`src/rtl/regfile_write_buffer_if.sv`:
```
// Bus bundle for regfile_write_buffer: datapath write-back request, register-file
// write port, forwarding lookups and occupancy.
interface regfile_write_buffer_if #(
  parameter int PTRW = 2
);
  logic          InValid;
  logic          InReady;
  logic [4:0]    InRegister;
  logic [31:0]   InData;
  logic          Hold;
  logic [4:0]    WriteRegister;
  logic [31:0]   WriteData;
  logic          RegWrite;
  logic [4:0]    LookupRegister1;
  logic          LookupHit1;
  logic [31:0]   LookupData1;
  logic [4:0]    LookupRegister2;
  logic          LookupHit2;
  logic [31:0]   LookupData2;
  logic [PTRW:0] Count;

  modport master (
    output InValid, InRegister, InData, Hold, LookupRegister1, LookupRegister2,
    input  InReady, WriteRegister, WriteData, RegWrite,
    input  LookupHit1, LookupData1, LookupHit2, LookupData2, Count
  );

  modport slave (
    input  InValid, InRegister, InData, Hold, LookupRegister1, LookupRegister2,
    output InReady, WriteRegister, WriteData, RegWrite,
    output LookupHit1, LookupData1, LookupHit2, LookupData2, Count
  );
endinterface

```
`src/rtl/regfile_write_buffer.sv`:
```
// In-order write-back buffer in front of the 32x32 register file, with two forwarding
// lookup ports. Define REGFILE_WB_COALESCE_EN to merge writes to an already-queued register.
module regfile_write_buffer #(
  parameter int DEPTH = 4,
  parameter int PTRW  = 2
) (
  input logic                   Clk,
  input logic                   Reset,
  regfile_write_buffer_if.slave bus
);

  localparam logic [PTRW:0]   CNT_ZERO = {(PTRW+1){1'b0}};
  localparam logic [PTRW:0]   CNT_ONE  = (PTRW+1)'(32'd1);
  localparam logic [PTRW:0]   CNT_FULL = (PTRW+1)'(DEPTH);
  localparam logic [PTRW-1:0] PTR_ONE  = PTRW'(32'd1);

  logic [4:0]      r_reg [DEPTH];
  logic [31:0]     r_data [DEPTH];
  logic [PTRW-1:0] r_wptr;
  logic [PTRW-1:0] r_rptr;
  logic [PTRW:0]   r_count;
  logic [4:0]      r_wr_reg;
  logic [31:0]     r_wr_data;
  logic            r_wr_en;

  logic w_ready;
  logic w_accept;
  logic w_pop;
  logic w_push;
  logic w_coal_hit;

  assign w_ready  = (r_count != CNT_FULL);
  assign w_accept = bus.InValid && w_ready;
  assign w_pop    = (r_count != CNT_ZERO) && !bus.Hold;
  assign w_push   = w_accept && (bus.InRegister != 5'd0) && !w_coal_hit;

`ifdef REGFILE_WB_COALESCE_EN
  logic [PTRW-1:0] w_coal_idx;

  // Youngest queued match; a head leaving this cycle is skipped so the new data is not lost.
  always_comb begin
    w_coal_hit = 1'b0;
    w_coal_idx = r_rptr;
    for (int k = 0; k < DEPTH; k++) begin
      if (w_accept && (bus.InRegister != 5'd0) && ((PTRW+1)'(k) < r_count) &&
          !(w_pop && (k == 0)) && (r_reg[r_rptr + PTRW'(k)] == bus.InRegister)) begin
        w_coal_hit = 1'b1;
        w_coal_idx = r_rptr + PTRW'(k);
      end else begin
        w_coal_hit = w_coal_hit;
      end
    end
  end
`else
  assign w_coal_hit = 1'b0;
`endif

  // Forwarding search ordered oldest to youngest so the last match wins.
  function automatic logic [32:0] lookup(input logic [4:0] addr);
    logic [32:0] res;
    res = {1'b0, 32'd0};
    if (addr != 5'd0) begin
      if (r_wr_en && (r_wr_reg == addr)) begin
        res = {1'b1, r_wr_data};
      end else begin
        res = res;
      end
      for (int k = 0; k < DEPTH; k++) begin
        if (((PTRW+1)'(k) < r_count) && (r_reg[r_rptr + PTRW'(k)] == addr)) begin
          res = {1'b1, r_data[r_rptr + PTRW'(k)]};
        end else begin
          res = res;
        end
      end
    end else begin
      res = res;
    end
    return res;
  endfunction

  assign {bus.LookupHit1, bus.LookupData1} = lookup(bus.LookupRegister1);
  assign {bus.LookupHit2, bus.LookupData2} = lookup(bus.LookupRegister2);

  assign bus.InReady       = w_ready;
  assign bus.Count         = r_count;
  assign bus.RegWrite      = r_wr_en;
  assign bus.WriteRegister = r_wr_reg;
  assign bus.WriteData     = r_wr_data;

  // FIFO storage, pointers, occupancy and the register-file output stage.
  always_ff @(posedge Clk or posedge Reset) begin
    if (Reset) begin
      for (int k = 0; k < DEPTH; k++) begin
        r_reg[k]  <= 5'd0;
        r_data[k] <= 32'd0;
      end
      r_wptr    <= {PTRW{1'b0}};
      r_rptr    <= {PTRW{1'b0}};
      r_count   <= CNT_ZERO;
      r_wr_reg  <= 5'd0;
      r_wr_data <= 32'd0;
      r_wr_en   <= 1'b0;
    end else begin
      if (w_pop) begin
        r_wr_reg  <= r_reg[r_rptr];
        r_wr_data <= r_data[r_rptr];
        r_wr_en   <= 1'b1;
        r_rptr    <= r_rptr + PTR_ONE;
      end else begin
        r_wr_en <= 1'b0;
      end
      if (w_push) begin
        r_reg[r_wptr]  <= bus.InRegister;
        r_data[r_wptr] <= bus.InData;
        r_wptr         <= r_wptr + PTR_ONE;
      end else begin
        r_wptr <= r_wptr;
      end
`ifdef REGFILE_WB_COALESCE_EN
      if (w_coal_hit) begin
        r_data[w_coal_idx] <= bus.InData;
      end else begin
        r_wptr <= r_wptr + (w_push ? PTR_ONE : {PTRW{1'b0}});
      end
`endif
      case ({w_push, w_pop})
        2'b10:   r_count <= r_count + CNT_ONE;
        2'b01:   r_count <= r_count - CNT_ONE;
        default: r_count <= r_count;
      endcase
    end
  end

endmodule

```
`src/flat_wrapper.sv`:
```
// flat-port wrapper written by rule: the top's interface ports become plain ports
module regfile_write_buffer_flat 
#(
  parameter int DEPTH = 4,
  parameter int PTRW  = 2
)
  (Clk, Reset, bus_InValid, bus_InRegister, bus_InData, bus_Hold, bus_LookupRegister1, bus_LookupRegister2, bus_InReady, bus_WriteRegister, bus_WriteData, bus_RegWrite, bus_LookupHit1, bus_LookupData1, bus_LookupHit2, bus_LookupData2, bus_Count);
  regfile_write_buffer_if #(.PTRW(PTRW)) bus_i ();
  input logic Clk;
  input logic Reset;
  input wire logic [$bits(bus_i.InValid)-1:0] bus_InValid;
  input wire logic [$bits(bus_i.InRegister)-1:0] bus_InRegister;
  input wire logic [$bits(bus_i.InData)-1:0] bus_InData;
  input wire logic [$bits(bus_i.Hold)-1:0] bus_Hold;
  input wire logic [$bits(bus_i.LookupRegister1)-1:0] bus_LookupRegister1;
  input wire logic [$bits(bus_i.LookupRegister2)-1:0] bus_LookupRegister2;
  output wire logic [$bits(bus_i.InReady)-1:0] bus_InReady;
  output wire logic [$bits(bus_i.WriteRegister)-1:0] bus_WriteRegister;
  output wire logic [$bits(bus_i.WriteData)-1:0] bus_WriteData;
  output wire logic [$bits(bus_i.RegWrite)-1:0] bus_RegWrite;
  output wire logic [$bits(bus_i.LookupHit1)-1:0] bus_LookupHit1;
  output wire logic [$bits(bus_i.LookupData1)-1:0] bus_LookupData1;
  output wire logic [$bits(bus_i.LookupHit2)-1:0] bus_LookupHit2;
  output wire logic [$bits(bus_i.LookupData2)-1:0] bus_LookupData2;
  output wire logic [$bits(bus_i.Count)-1:0] bus_Count;
  assign bus_i.InValid = bus_InValid;
  assign bus_i.InRegister = bus_InRegister;
  assign bus_i.InData = bus_InData;
  assign bus_i.Hold = bus_Hold;
  assign bus_i.LookupRegister1 = bus_LookupRegister1;
  assign bus_i.LookupRegister2 = bus_LookupRegister2;
  assign bus_InReady = bus_i.InReady;
  assign bus_WriteRegister = bus_i.WriteRegister;
  assign bus_WriteData = bus_i.WriteData;
  assign bus_RegWrite = bus_i.RegWrite;
  assign bus_LookupHit1 = bus_i.LookupHit1;
  assign bus_LookupData1 = bus_i.LookupData1;
  assign bus_LookupHit2 = bus_i.LookupHit2;
  assign bus_LookupData2 = bus_i.LookupData2;
  assign bus_Count = bus_i.Count;
  regfile_write_buffer #(.DEPTH(DEPTH), .PTRW(PTRW)) u_core (.Clk(Clk), .Reset(Reset), .bus(bus_i));
endmodule
```
`config.mk`:
```
export PLATFORM = sky130hd
export DESIGN_NAME = regfile_write_buffer_flat
export DESIGN_NICKNAME = d
export VERILOG_FILES = /design/src/rtl/regfile_write_buffer_if.sv /design/src/rtl/regfile_write_buffer.sv /design/src/flat_wrapper.sv
export SDC_FILE = /design/constraint.sdc
export NUM_CORES = 1
export LEC_CHECK = 0
export CORE_MARGIN = 1
export CORE_UTILIZATION = 58
export DETAILED_ROUTE_END_ITERATION = 7
export PLACE_DENSITY = 0.82
export SETUP_SLACK_MARGIN = 0.3
export SLEW_MARGIN = 30
export SYNTH_ARGS = -nofsm -noshare
export SYNTH_HDL_FRONTEND = slang
export SYNTH_SLANG_ARGS = --single-unit
```
`constraint.sdc`:
```
create_clock -name Clk -period 8.55 [get_ports Clk]
set_input_delay 2.565 -clock Clk [delete_from_list [all_inputs] [get_ports Clk]]
set_output_delay 2.565 -clock Clk [all_outputs]
set_load 0.01 [all_outputs]
```
==> run_results.csv, run 1 <==
group,metric,value,unit
status,outcome,"finished clean",
cells_and_area,nets,1358,
synthesis,syn_inst,1209,
place,dp_hpwl,25990,um
route,num_vias,11920,
cts,clkTransAtPathRegs,0.07,ns
worst_hold_path,hold_depth,1,
synthesis,synthTopCellsByArea,"dfrtp_1 34%, mux2_2 17%, mux4_2 15%, a221oi_1 3.9%, mux2i_1 3.2%",
cells_and_area,syn_to_final_growth,17.75,%
synthesis,ys.flop_type,"dfrtp_1",
route,first_pass_iters,6,
route,drc_errors,0,
timing,hold_viol,0,
route,drtIter0Drc,1545,
worst_setup_path,start_kind,"input pin",
worst_setup_path,crit_path_max_fanout,17,
cells_and_area,antenna_cells,0,
cts,ctsLongestPathBuffers,2,
global_route,overflow,0,
cells_and_area,n_fill_cell,1665,
worst_setup_path,crit_cells,9,
cts,cts_tree,"done",
route,wire_per_inst,26.11,um
cells_and_area,largest_reg_flops,128,
power,p_leak,6.402,nW
timing,whs,0.5309,ns
power,power,7.745,mW
cts,htree_levels,4,
global_route,grt_max_degree,140,
synthesis,synth_area,14230,sq um
place,io_buffers,158,
place,dpl-instance-area,16090,sq um
synthesis,yosysWarningCount,0,
worst_setup_path,crit_buf_inv,3,
synthesis,ys_seq_area_frac,0.3393,
die,start_util,0.5992,
timing,slew_headroom,0.4131,
global_route,grt_use_total,0.3475,
cells_and_area,utilization,0.7056,
worst_setup_path,cp_slowest_stage_delay,0.62,ns
synthesis,synth-compound-area-share,0.1387,
worst_setup_path,crit_chain,"clkdlybuf4s50_1 > nand2b_1 > mux2i_1 > o21ai_0 > nor3_4 > buf_4 > a221oi_1 > o311ai_2 > clkdlybuf4s50_1",
die,die_h,158.7,um
synthesis,synth_top_area_share,0.3393,
cells_and_area,multiInputGateArea,8872,sq um
synthesis,yosys.area_share.adder,0.007911,
route,detail-route-antenna-nets,0,
die,dieArea,25170,sq um
worst_setup_path,critical_path_required,5.99,ns
die,core_area,23750,sq um
flow_run,drv_cap,0,
cts,cts_hold_buf,0,
power,powerDensity,462.1,nW/um^2
synthesis,synth_xor_xnor_area_share,0.03551,
timing,final-setup-viol-count,0,
timing,worst_pin_slew,0.8804,ns
timing,tns,0,ns
timing,period_needed,8.166,ns
cells_and_area,final_cells,1630,
cells_and_area,register_area,4837,sq um
timing,slew_viol_final,0,
worst_setup_path,path_delay_family,"buffers and inverters",
timing,fin_ws,0.3838,ns
global_route,grt_first_pass_wirelength,65370,um
cts,cts_buffers,17,
route,avgViaCountPerCell,7.314,
die,num_rows,56,
synthesis,yosys.area.top_type,"dfrtp_1",
worst_hold_path,hp-class,"flip-flop to flip-flop",
worst_setup_path,critPathSlowestCell,"clkdlybuf4s50_1",
worst_setup_path,cp_data_arrival_time,5.60,ns
synthesis,synth_common_cells,"210 x mux2_2, 193 x dfrtp_1, 93 x mux4_2, 75 x clkbuf_1, 71 x nand2_1",
worst_setup_path,crit_type,"input pin to primary output",
synthesis,synth_mux_area_frac,0.3579,
synthesis,synthSimpleGateAreaFrac,0.07516,
worst_setup_path,cp_common_cell,"clkdlybuf4s50_1",
cts,cts_sinks,193,
timing,fmax,122.5,MHz
cts,clk_latency,0.44,ns
cts,cts-root-buf,"clkbuf_16",
cells_and_area,drive_gt1_frac,0.3288,
place,pre_cts_ws,0.2004,ns
synthesis,synth_top_family_by_area,"multiplexers",
timing,grt_setup_unrepaired,"yes",
synthesis,synth_seq_cells,193,
global_route,antenna_found_initial,1,
worst_setup_path,r2r_cells,3,
die,die_x,158.7,um
place,place.gp.congestion,0.8955,
synthesis,ys_types,48,
power,ir_drop,0.2969,mV
synthesis,synth_area_per_cell,11.77,sq um
synthesis,synth_nets,1269,
synthesis,async_flop_share,1.000,
die,ioPinCount,159,
timing,fin_skew,0.01470,ns
synthesis,synth_edf_count,0,
timing,period_share,0.9551,
synthesis,yosysMostFrequentCell,"mux2_2",
cells_and_area,fin_area,16760,sq um
global_route,grt_pass1_vias,11710,
route,wl,42560,um
place,dp_cells,1598,
worst_setup_path,cp-end-kind,"primary output",
-- layout make-up --
class	instances	area share
clock inverter	10	0.007391
timing repair buffer	197	0.1197
sequential	193	0.2886
clock buffer	22	0.02829
multi-input combinational	880	0.5294
tap	319	0.02381
inverter	9	0.002762
-- layer usage --
layer	part of all wire	track usage	wire, um	vias up
met5	0.00031	0	13	-
met4	0.024	0.1433	1014	2
met3	0.12	0.1089	5276	118
met2	0.47	0.5363	19920	893
met1	0.38	0.4542	16340	5902
li1	-	-	-	5007
-- timing repair --
item,in CTS,in global routing
hold endpoints to repair,0,0
pin swaps,0,1
gates resized for setup,2,10
endpoints found under the setup margin,5,9
buffers inserted,0,0
-- worst paths after layout --
kind,from,end,slack [ns]
max,bus_LookupRegister2[1],bus_LookupData2[21],0.38
min,u_core.r_data[65]$_DFFE_PP0P_,u_core.r_data[65]$_DFFE_PP0P_,0.53
max reg2reg,u_core.r_rptr[0]$_DFFE_PP0P_,u_core.bus.WriteData[3]$_DFFE_PP0P_,5.69
min reg2reg,u_core.r_data[65]$_DFFE_PP0P_,u_core.r_data[65]$_DFFE_PP0P_,0.53
max in group asynchronous,Reset,u_core.r_data[56]$_DFFE_PP0P_,4.62
min in group asynchronous,Reset,u_core.r_data[92]$_DFFE_PP0P_,2.66
-- where the power goes --
part	switching [mW]	leakage, nW	internal (mW)	total (mW)
Clock	0.366	0.288	0.459	0.825
Sequential	0.627	2.30	1.39	2.02
Combinational	2.37	3.82	2.53	4.90
-- layout by cell type (no fill, tap or decap), drive strengths merged, types with 9 or more instances in the layout --
cell type	instances
inv	10
ha	9
nand2	71
o211ai	24
o311ai	24
xnor2	40
mux2	210
dfrtp	193
o2111ai	24
a21oi	17
mux2i	45
or2	27
a32oi	40
and3	29
o31ai	40
mux4	100
a221oi	64
clkbuf	22
nor2	56
clkdlybuf4s50	155
buf	39
xor2	16
-- kinds of logic (layout without fill, tap and decap cells) --
logic type	after synthesis	after routing
flip-flops	193	193
AND/OR/NAND/NOR	216	216
multiplexers	355	355
AO/OA/AOI/OAI	244	244
buffers and inverters	136	238
adder cells (fa/ha/maj)	9	9
XOR/XNOR	56	56
Power figures use the tool's default switching activity.
==> run 2, diff against run 1 <==
--- a/config.mk
+++ b/config.mk
@@ -5,9 +5,11 @@
 export SDC_FILE = /design/constraint.sdc
 export NUM_CORES = 1
 export LEC_CHECK = 0
+export CORE_ASPECT_RATIO = 2
 export CORE_MARGIN = 1
 export CORE_UTILIZATION = 58
 export DETAILED_ROUTE_END_ITERATION = 7
+export MAX_ROUTING_LAYER = met4
 export PLACE_DENSITY = 0.82
 export SETUP_SLACK_MARGIN = 0.3
 export SLEW_MARGIN = 30
==> run_results.csv, run 2 (same netlist as run 1, synthesis figures left out) <==
group,metric,value,unit
cts,cts_resized,0,
die,die_h,223.5,um
die,core_area,23920,sq um
place,place.gp.congestion,0.9877,
global_route,overflow,0,
global_route,grt_max_degree,141,
power,powerDensity,468.8,nW/um^2
worst_setup_path,critical_path_required,5.99,ns
global_route,grt_pass1_vias,12560,
worst_setup_path,cp-end-kind,"primary output",
timing,fin_skew,0.005916,ns
worst_setup_path,r2r_cells,8,
worst_setup_path,start_kind,"input pin",
worst_hold_path,hp-class,"flip-flop to flip-flop",
place,io_buffers,158,
timing,worst_pin_slew,0.7804,ns
timing,slew_headroom,0.4797,
cts,cts_hold_buf,0,
timing,fmax,121.7,MHz
route,wl,44360,um
cells_and_area,largest_reg_flops,128,
cells_and_area,fin_area,16680,sq um
cts,cts_tree,"done",
power,power,7.818,mW
cells_and_area,most-common-layout-cells,"210 x mux2_2, 191 x dfrtp_1, 155 x clkdlybuf4s50_1, 93 x mux4_2, 67 x nand2_1",
place,dpl-instance-area,16020,sq um
route,num_vias,12290,
route,detail-route-antenna-nets,0,
power,p_leak,6.399,nW
cells_and_area,nets,1364,
cells_and_area,drive_gt1_frac,0.3273,
die,ioPinCount,159,
place,dp_hpwl,28960,um
place,pre_cts_ws,0.3792,ns
timing,slew_viol_final,0,
cts,cts_buffers,17,
worst_setup_path,cp_data_arrival_time,5.65,ns
timing,fin_ws,0.3302,ns
worst_setup_path,crit_type,"input pin to primary output",
global_route,antenna_found_initial,4,
status,outcome,"finished clean",
cells_and_area,final_common_cell,"mux2_2",
route,avgViaCountPerCell,7.643,
timing,period_needed,8.220,ns
worst_setup_path,crit_path_max_fanout,12,
cts,cts-root-buf,"clkbuf_16",
global_route,grt_first_pass_wirelength,68830,um
cts,htree_levels,4,
cts,clkTransAtPathRegs,0.07,ns
flow_run,drv_cap,0,
die,start_util,0.5950,
cts,clk_latency,0.47,ns
die,die_x,112.8,um
die,dieArea,25210,sq um
power,ir_drop,0.3115,mV
global_route,grt_use_total,0.3741,
timing,grt_setup_unrepaired,"no",
die,num_rows,80,
cts,cts_sinks,193,
timing,hold_viol,0,
timing,tns,0,ns
cts,post_cts_buffers,0,
route,first_pass_iters,5,
route,drtIter0Drc,1346,
route,drc_errors,0,
timing,period_share,0.9614,
worst_hold_path,hold_depth,1,
route,wire_per_inst,27.59,um
cells_and_area,syn_to_final_growth,17.17,%
timing,final-setup-viol-count,0,
cts,ctsLongestPathBuffers,2,
==> run 2: changes by cell type in the layout (fill, tap and decap cells not counted), moves of 3 or more <==
cell	before	now
diode_2	0	4
buf_12	10	4
buf_4	29	39
o311ai_1	20	24
o31ai_1	36	39
o31ai_2	4	1
o311ai_2	4	0
==> run 2: area by class of cell <==
class | instances | area, sq um
diodes | 4 | 10.01
clock buffers | 20 | 446.7
clock inverters | 12 | 157.7
fillers | 1704 | 7246
inverters | 9 | 46.29
multi-input cells | 880 | 8836
flip-flops and latches | 193 | 4837
well taps | 287 | 359.1
repair buffers | 203 | 1984
==> run 2: worst paths after layout <==
kind / from / endpoint / slack, ns
setup reg to reg: u_core.bus.Count[0]$_DFFE_PP0P_ / u_core.r_data[93]$_DFFE_PP0P_ / 5.58
setup / recovery: bus_LookupRegister1[4] / bus_LookupData1[9] / 0.33
max in group asynchronous: Reset / u_core.r_reg[1]$_DFFE_PP0P_ / 4.68
hold reg to reg: u_core.r_data[123]$_DFFE_PP0P_ / u_core.r_data[123]$_DFFE_PP0P_ / 0.53
hold / removal: u_core.r_data[123]$_DFFE_PP0P_ / u_core.r_data[123]$_DFFE_PP0P_ / 0.53
min in group asynchronous: Reset / u_core.r_data[103]$_DFFE_PP0P_ / 2.63
==> run 2: power breakdown <==
part / switching (mW) / internal [mW]
Sequential: 0.591 / 1.39
Combinational: 2.46 / 2.53
Clock: 0.375 / 0.470
==> run 2: worst max-delay path, cell delays in order <==
cell and delay (ns):
clkdlybuf4s50_1 0.59, xor2_1 0.23, nor4_1 0.26, nand3_1 0.18
o21ba_2 0.29, buf_4 0.18, buf_4 0.24, a221oi_1 0.11
o311ai_1 0.38, clkdlybuf4s50_1 0.61
==> run 2: per-layer routing <==
metal  GRT usage  part of all wire  vias to the layer above
met1      0.4169              0.34                     6132
met4      0.2757             0.075                        0
met5           -                 0                        -
met2      0.5944              0.50                      842
li1            -                 -                     5016
met3     0.07386             0.085                      300
==> run 2: stage by stage <==
stage | cells | utilization | hold slack, ns
2_1_floorplan | 1209 | - | 0.4957
3_5_place_dp | 1571 | 0.6696 | 0.5135
4_1_cts | 1603 | 0.6948 | 0.5327
6_report | 1608 | 0.6971 | 0.5296
5_1_grt | 1608 | 0.6971 | 0.5525
3_3_place_gp | 1571 | 0.6694 | 0.5031
